==> src/rtl/sub_pkg.sv <==
// Shared types and constants for the bit-serial subtractor datapath.
package sub_pkg;

  parameter int unsigned MaxWidth = 32;

  typedef enum logic [1:0] {
    S_IDLE = 2'd0,
    S_RUN  = 2'd1,
    S_DONE = 2'd2
  } state_e;

  // Reset value of every result register, sliced to the instance width.
  localparam logic [MaxWidth-1:0] RESULT_RST = '0;

  // Signed overflow of a - b from the operand MSBs and the result MSB.
  function automatic logic sub_overflow(input logic a_msb, input logic b_msb,
                                        input logic d_msb);
    return (a_msb != b_msb) && (d_msb != a_msb);
  endfunction

endpackage

==> src/rtl/full_subtractor.sv <==
// One-bit full subtractor cell: diff = a - b - borrow_in.
module full_subtractor (
  input  logic a,
  input  logic b,
  input  logic borrow_in,
  output logic diff,
  output logic borrow_out
);

  always_comb begin
    diff       = a ^ b ^ borrow_in;
    borrow_out = (~a & b) | (~(a ^ b) & borrow_in);
  end

endmodule

==> src/rtl/serial_subtractor.sv <==
// Bit-serial WIDTH-bit subtractor, LSB first, one full_subtractor cell per clock.
// Start/done/ack handshake; results hold until the next RUN->DONE edge or reset.
module serial_subtractor
  import sub_pkg::*;
#(
  parameter int unsigned WIDTH = 8
) (
  input  logic             clk,
  input  logic             rst,
  input  logic             start,
  input  logic [WIDTH-1:0] a_in,
  input  logic [WIDTH-1:0] b_in,
  input  logic             ack,
  output logic             busy,
  output logic             done,
  output logic [WIDTH-1:0] diff_out,
  output logic             borrow_out,
  output logic             overflow
);

  localparam int unsigned CntW = (WIDTH > 1) ? $clog2(WIDTH) : 1;
  localparam logic [CntW-1:0] LastBit = CntW'(WIDTH - 1);
  localparam logic [WIDTH-1:0] ResRst = RESULT_RST[WIDTH-1:0];

  state_e           state_q, state_d;
  logic [WIDTH-1:0] a_q, a_d;
  logic [WIDTH-1:0] b_q, b_d;
  logic [WIDTH-1:0] res_q, res_d;
  logic [WIDTH-1:0] diff_q, diff_d;
  logic [CntW-1:0]  cnt_q, cnt_d;
  logic             borrow_reg_q, borrow_reg_d;
  logic             borrow_q, borrow_d;
  logic             overflow_q, overflow_d;
  logic             a_msb_q, a_msb_d;
  logic             b_msb_q, b_msb_d;

  logic             cell_diff;
  logic             cell_borrow;
  logic [WIDTH-1:0] res_shift;

  full_subtractor u_cell (
    .a          (a_q[0]),
    .b          (b_q[0]),
    .borrow_in  (borrow_reg_q),
    .diff       (cell_diff),
    .borrow_out (cell_borrow)
  );

  // Result fills from the MSB end so bit 0 lands at position 0 after WIDTH shifts.
  assign res_shift = {cell_diff, res_q[WIDTH-1:1]};

  always_comb begin
    state_d      = state_q;
    a_d          = a_q;
    b_d          = b_q;
    res_d        = res_q;
    diff_d       = diff_q;
    cnt_d        = cnt_q;
    borrow_reg_d = borrow_reg_q;
    borrow_d     = borrow_q;
    overflow_d   = overflow_q;
    a_msb_d      = a_msb_q;
    b_msb_d      = b_msb_q;

    unique case (state_q)
      S_IDLE: begin
        if (start) begin
          a_d          = a_in;
          b_d          = b_in;
          a_msb_d      = a_in[WIDTH-1];
          b_msb_d      = b_in[WIDTH-1];
          res_d        = ResRst;
          borrow_reg_d = 1'b0;
          cnt_d        = '0;
          state_d      = S_RUN;
        end
      end

      S_RUN: begin
        res_d        = res_shift;
        borrow_reg_d = cell_borrow;
        a_d          = a_q >> 1;
        b_d          = b_q >> 1;
        if (cnt_q == LastBit) begin
          state_d    = S_DONE;
          diff_d     = res_shift;
          borrow_d   = cell_borrow;
          overflow_d = sub_overflow(a_msb_q, b_msb_q, cell_diff);
        end else begin
          cnt_d = cnt_q + CntW'(1);
        end
      end

      S_DONE: begin
        // ack wins over a simultaneous start; start must be re-raised in IDLE.
        if (ack) begin
          state_d = S_IDLE;
        end
      end

      default: begin
        state_d = S_IDLE;
      end
    endcase
  end

  always_ff @(posedge clk or posedge rst) begin
    if (rst) begin
      state_q      <= S_IDLE;
      a_q          <= '0;
      b_q          <= '0;
      res_q        <= ResRst;
      diff_q       <= ResRst;
      cnt_q        <= '0;
      borrow_reg_q <= 1'b0;
      borrow_q     <= 1'b0;
      overflow_q   <= 1'b0;
      a_msb_q      <= 1'b0;
      b_msb_q      <= 1'b0;
    end else begin
      state_q      <= state_d;
      a_q          <= a_d;
      b_q          <= b_d;
      res_q        <= res_d;
      diff_q       <= diff_d;
      cnt_q        <= cnt_d;
      borrow_reg_q <= borrow_reg_d;
      borrow_q     <= borrow_d;
      overflow_q   <= overflow_d;
      a_msb_q      <= a_msb_d;
      b_msb_q      <= b_msb_d;
    end
  end

  always_comb begin
    busy       = (state_q == S_RUN);
    done       = (state_q == S_DONE);
    diff_out   = diff_q;
    borrow_out = borrow_q;
    overflow   = overflow_q;
  end

endmodule

==> config.mk <==
export PLATFORM = sky130hd
export DESIGN_NAME = serial_subtractor
export DESIGN_NICKNAME = d
export VERILOG_FILES = /design/src/rtl/sub_pkg.sv /design/src/rtl/full_subtractor.sv /design/src/rtl/serial_subtractor.sv
export SDC_FILE = /design/constraint.sdc
export NUM_CORES = 1
export LEC_CHECK = 0
export CORE_MARGIN = 1.5
export CORE_UTILIZATION = 45
export CTS_CLUSTER_DIAMETER = 80
export DETAILED_ROUTE_END_ITERATION = 8
export HOLD_SLACK_MARGIN = 0.1
export PLACE_DENSITY = 0.69
export SLEW_MARGIN = 5
export SYNTH_ARGS = -nofsm -noshare
export SYNTH_HDL_FRONTEND = slang
export SYNTH_SLANG_ARGS = --single-unit
==> constraint.sdc <==
create_clock -name clk -period 1.6 [get_ports clk]
set_clock_uncertainty 0.15 [all_clocks]
set_input_delay 0.4 -clock clk [delete_from_list [all_inputs] [get_ports clk]]
set_output_delay 0.4 -clock clk [all_outputs]
set_load 0.01 [all_outputs]
# Word-level counts from Yosys, hierarchy flattened

Index checks and enable logic that the tools add are counted.
W data, S select, Z words.

Register bits after elaboration: 42
Output and inout bits: 12
Word-level logic and storage cells: 51

Add/sub/neg operators: 1
Eq/ne operators: 9
Muxes and demuxes: 15
Bitwise gates (word level): 7
Reduce and logical (&&, ||, !) cells: 8

Operators with widths:

| cell                  | number |
|---|---|
| $pmux W8 S2           | 3 |
| $mux W8               | 3 |
| $mux W2               | 3 |
| $mux W3               | 2 |
| $ne A2 B2 Y1 const B  | 3 |
| $pmux W2 S3           | 1 |
| $pmux W3 S2           | 1 |
| $reduce_and A2 Y1     | 3 |
| $reduce_and A3 Y1     | 2 |
| $add A3 B1 Y3 const B | 1 |
| $eq A3 B3 Y1 const B  | 1 |
| $and A1 B1 Y1         | 2 |
| $eq A2 B1 Y1 const B  | 1 |
| $eq A2 B2 Y1 const B  | 1 |
| $logic_not A2 Y1      | 1 |
| $ne A1 B1 Y1          | 2 |
| $ne A2 B1 Y1 const B  | 1 |
| $not A1 Y1            | 2 |
| $pmux W1 S2           | 1 |
| $reduce_bool A2 Y1    | 1 |
| $xor A1 B1 Y1         | 2 |
| $logic_and A1 B1 Y1   | 1 |
| $mux W1               | 1 |
| $or A1 B1 Y1          | 1 |

# Longest topological paths before layout

Gate-level depths: netlist (run 1).

Depth after elaboration: 5
Gate-level depth with buffers: 6
Mapped depth without buffers: 5

# Hierarchy

From an unflattened synthesis (run 1), not the netlist that was laid out.

Cells, all modules: 150
Area, all modules: 1790.5 µm²

Modules (own cells, without submodules):

| module            | times used | cells an instance | area each (µm²) | sequential area each (µm²) |
|---|---|---|---|---|
| serial_subtractor | 1          | 146               | 1759.2          | 1026.0 |
| full_subtractor   | 1          | 4                 | 31.3            | 0.0 |

# Worst setup path after synthesis (run 1)

Ideal clock, no wire load.

Path type: register to register
Start point: register cnt_q[0]
End point: register diff_q[2], in the netlist diff_out[2]
Data arrival time: 1.435 ns
Path slack: -0.110 ns
Cell stages (with the launch flop): 6
Path buffers: 1
Period minus slack after synthesis: 1.710 ns
Path through: dfrtp_1 ha_1 ha_1 nand3b_1 buf_2 mux2_2

Word-level cells in the longest chain between the ends: 2

Ends and longest elaborated chain:

| element                     | RTL line                 | RTL |
|---|---|---|
| from (decl)                 | serial_subtractor.sv:30  | `logic [CntW-1:0] cnt_q, cnt_d;` |
| from (signal assigned)      | serial_subtractor.sv:126 | `cnt_q <= cnt_d;` |
| $eq A3 B3 Y1                | serial_subtractor.sv:84  | `if (cnt_q == LastBit) begin` |
| $reduce_and A2 Y1 (no line) | n/a                      |  |
| to (signal assigned)        | serial_subtractor.sv:113 | `diff_q <= ResRst;` |
| to (signal assigned)        | serial_subtractor.sv:125 | `diff_q <= diff_d;` |
| to (decl)                   | serial_subtractor.sv:29  | `logic [WIDTH-1:0] diff_q, diff_d;` |

No other way between the ends.
A chain may end at the register's enable or synchronous reset.

# Worst setup path in the final report (run 1)

Start point: register cnt_q[1]
End point: register cnt_q[0]

Word-level cells in the longest chain between the ends: 3

Ends and longest elaborated chain:

| element                     | RTL line |
|---|---|
| $eq A3 B3 Y1                | serial_subtractor.sv:84 |
| $ne A2 B2 Y1 (no line)      | n/a |
| $reduce_and A3 Y1 (no line) | n/a |

No other way between the ends.

==> run summary, run 1 <==
Run status - finished, violations left
Failing checks - negative setup slack
Post-Synthesis Mean Instance Area - 11.5 sq um
Area used by multi-input combinational logic - 856 sq um
Number of warnings printed during yosys synthesis - 0
Global routing usage summed across all routing layers - 20.4%
Hold Vio Cnt, Final - 0
Type of element launching the critical path - flip-flop
First-pass GRT wire length - 6.80 mm
Data arrival time at the worst-slack endpoint - 1730 ps
FF+latch count, synth - 41
Number of diodes added for antenna fixing - 0
Rows - 23
Met3 track demand over resource in global routing - 4.67%
Final setup violation count - 9
Overflow left after global routing - 0
Number of fill cells in the layout - 292
First drt pass iteration count - 4
Kind of critical path - flip-flop to flip-flop
Number of global-route vias before repair - 1,462
Post-layout minimum cycle time - 1700 ps
Insertion delay of the later-clocked pin in the worst-skew pair - 300 ps
Total Die Area - 4560 sq um
Net count, final - 240
Deepest clock path buffer count - 2
Vias post-DR - 1,445
Unrepaired setup endpoints after global routing - true
Share of the clock period used by the worst path - 106%
Critical Path RT - 1630 ps
Post-synthesis instance area - 1880 sq um
Max Cap Viol - 0
Pin count of the biggest net entering global routing - 42
Clock edge transition at the registers on the reported setup and hold paths - 80 ps
Antenna Nets Post-Route - 0
Post-CTS Hold Buffers - 0
Number of antenna violations at the first check in global routing - 0
Width of the chip - 67.6 um
Transition time of the tightest slew-check pin - 232 ps
Depth of the CTS H-tree - 2
Layout overhead on the synthesized area - 41.8%
Wire length after detailed routing - 4.26 mm
Buffer and inverter count on the worst path - 0
Worst-path maximum fanout - 4
Post-Route Utilization - 66.5%
Cell-by-cell listing of the critical path - ha_2 > ha_4 > or2b_1 > a21o_1 > mux2_4
P per Cell Area - 1820 nW/um^2
Worst stage delay on the critical path - 390 ps
Number of library cell types mapped by synthesis - 26
Crit path setup slack, layout - -95.8 ps
Max Clk Rate - 590 MHz
Number of placed I/O pins - 32
Chip Height - 67.6 um
Clock tree root driver cell - sky130_fd_sc_hd__clkbuf_8
CTS tree - built
Cell with the largest stage delay on the worst path - sky130_fd_sc_hd__dfrtp_1
Number of DRC violations after detailed-routing iteration 0 - 73
Fraction of layout instances using a drive strength above 1 - 28.9%
Leakage Power - 1.27 nW
Number of remaining DRC errors - 0
Endpoint class of the critical path - flip-flop
Slew Viols, Final - 0
VDD IR max - 1030 uV
Setup WS pre-CTS - -254 ps
Type of the most critical hold path - input pin to asynchronous set/reset pin
Routed wire length per instance - 15.9 um
Detailed placement HPWL - 2.66 mm
Sequential share of the synthesized area - 54.7%
Post-detailed-route via-to-cell ratio - 5.39
Met1 track demand over resource - 27.1%
Most utilized layer in the global route result - met2
Core Area - 4000 sq um
Net count after synthesis - 186
Gate count of the mapped netlist - 163
Slew margin rel. - 84.5%
FF+latch area - 1030 sq um
Routability congestion estimate - 0.736
CTS buffer count - 5
Initial standard-cell utilization of the core - 46.9%
CP top delay family - flip-flops
Port Buffers - 31
TritonCTS sink count - 41
Met2 Resource Use GR - 30.6%
## worst reg2reg max path: cells and delay by family, from the launching register on
kind                       cells  cell delay (ps)
AOI/OAI and AO/OA              1              200
adders and majority gates      2              360
DFF                            1              390
muxes                          1              260
and+or+nand+nor                1              220
## per-stage QoR
step	std cells	setup TNS [ps]	cell area (sq um)	power, mW	hold WS, ps
after floorplan	163	-51.1	1910	2.91	300
after global placement	249	-4300	2340	3.52	317
after detailed placement	249	-6160	2340	3.62	342
after CTS	266	-852	2590	4.62	315
after global routing	268	-847	2660	5.19	346
final	268	-293	2660	4.85	298
## final cells by class
type | count | share of cell area [%]
clock inverter | 2 | 1.41
sequential | 41 | 38.6
inverter | 6 | 0.847
timing repair buffer | 57 | 21.5
tap | 50 | 2.35
clock buffer | 6 | 3.10
multi-input combinational | 106 | 32.2
## registers in the layout, indices dropped and copies added (netlist names)
register,cells
b_msb_q,1
a_msb_q,1
b_q,8
res_q,7
borrow_out,1
overflow,1
borrow_reg_q,1
diff_out,8
a_q,8
cnt_q,3
state_q,2
## report_power, final
part,internal (mW),total (mW),switching [mW]
logic,1.27,2.21,0.937
clock network,0.507,0.867,0.360
registers,1.47,1.78,0.314
total,3.24,4.85,1.61
## synthesized netlist by cell type
cell | number | area, sq um
sky130_fd_sc_hd__a22o_1 | 9 | 78.8
sky130_fd_sc_hd__buf_2 | 5 | 25.0
sky130_fd_sc_hd__nand3b_1 | 1 | 7.51
sky130_fd_sc_hd__mux2_4 | 2 | 30.0
sky130_fd_sc_hd__nand2b_1 | 3 | 18.8
sky130_fd_sc_hd__fa_1 | 1 | 20.0
sky130_fd_sc_hd__mux2_2 | 9 | 101
sky130_fd_sc_hd__ha_1 | 2 | 25.0
sky130_fd_sc_hd__nor2b_4 | 1 | 13.8
sky130_fd_sc_hd__nor2b_1 | 10 | 62.6
sky130_fd_sc_hd__nor2_1 | 1 | 3.75
sky130_fd_sc_hd__o21ai_1 | 1 | 5.00
sky130_fd_sc_hd__a22oi_1 | 14 | 105
sky130_fd_sc_hd__and2b_1 | 7 | 52.6
sky130_fd_sc_hd__dfrtp_1 | 41 | 1030
sky130_fd_sc_hd__nand2_1 | 5 | 18.8
sky130_fd_sc_hd__inv_1 | 6 | 22.5
sky130_fd_sc_hd__or2b_1 | 1 | 7.51
sky130_fd_sc_hd__a21o_1 | 1 | 7.51
sky130_fd_sc_hd__buf_6 | 3 | 33.8
sky130_fd_sc_hd__clkbuf_1 | 2 | 7.51
sky130_fd_sc_hd__a21oi_1 | 16 | 80.1
sky130_fd_sc_hd__o21bai_2 | 1 | 11.3
sky130_fd_sc_hd__nor3b_1 | 1 | 7.51
sky130_fd_sc_hd__a2bb2oi_1 | 1 | 8.76
sky130_fd_sc_hd__o21ai_0 | 19 | 95.1
## timing repair
| item | 4_1_cts | 5_1_grt |
|---|---|---|
| buffers inserted | 7 | 3 |
| setup endpoints to repair | 41 | 41 |
| cloned | 2 | 0 |
| gates resized for setup | 35 | 22 |
| pin swaps | 5 | 2 |
## cells by family (layout without fill, tap and decap cells)
| family | count (synthesis) | after routing | synth area share, % |
|---|---|---|---|
| AND/OR/NAND/NOR | 30 | 30 | 10.3 |
| adder cells (fa/ha/maj) | 3 | 3 | 2.40 |
| AO/OA/AOI/OAI | 62 | 62 | 20.9 |
| multiplexers | 11 | 11 | 7.00 |
| flip-flops | 41 | 41 | 54.7 |
| buffers and inverters | 16 | 71 | 4.74 |
## layer usage
metal | wire (um) | up-vias
met1 | 1890 | 720
met2 | 2110 | 28
met5 | 0 | -
li1 | - | 690
met3 | 185 | 7
met4 | 73 | 0
## cell usage in the layout (no fill, tap or decap), drive strengths merged
cell type      instances
ha                     2
clkbuf                 6
inv                    6
dlygate4sd2           10
nand2                  5
a21o                   1
buf                   27
o21ai                 20
dfrtp                 41
nor2                   1
mux2                  11
a2bb2oi                1
nor3b                  1
bufbuf                 1
or2b                   1
nor2b                 11
fa                     1
clkinvlp               1
a21oi                 16
clkdlybuf4s50         19
a22o                   9
nand3b                 1
a22oi                 14
nand2b                 3
and2b                  7
o21bai                 1
bufinv                 1
## final timing paths
kind / depth (start not counted) / to / slack, ps / start
min in group clk: 1 / diff_out[2]$_DFFE_PP0P_ / 360 / diff_out[2]$_DFFE_PP0P_
max in group asynchronous: 3 / b_q[0]$_DFFE_PP0P_ / 790 / rst
hold / removal: 3 / res_q[7]$_DFFE_PP0P_ / 300 / rst
setup / recovery: 5 / cnt_q[0]$_DFFE_PP0P_ / -100 / cnt_q[1]$_DFFE_PP0P_
hold reg to reg: 1 / diff_out[2]$_DFFE_PP0P_ / 360 / diff_out[2]$_DFFE_PP0P_
setup reg to reg: 5 / cnt_q[0]$_DFFE_PP0P_ / -100 / cnt_q[1]$_DFFE_PP0P_
(Power assumes the default switching activity.)
==> run 2: changes to the inputs <==
- CAP_MARGIN: default -> 10
==> results of run 2 <==
No change in the layout: final DEF, timing and power equal those of run 1.
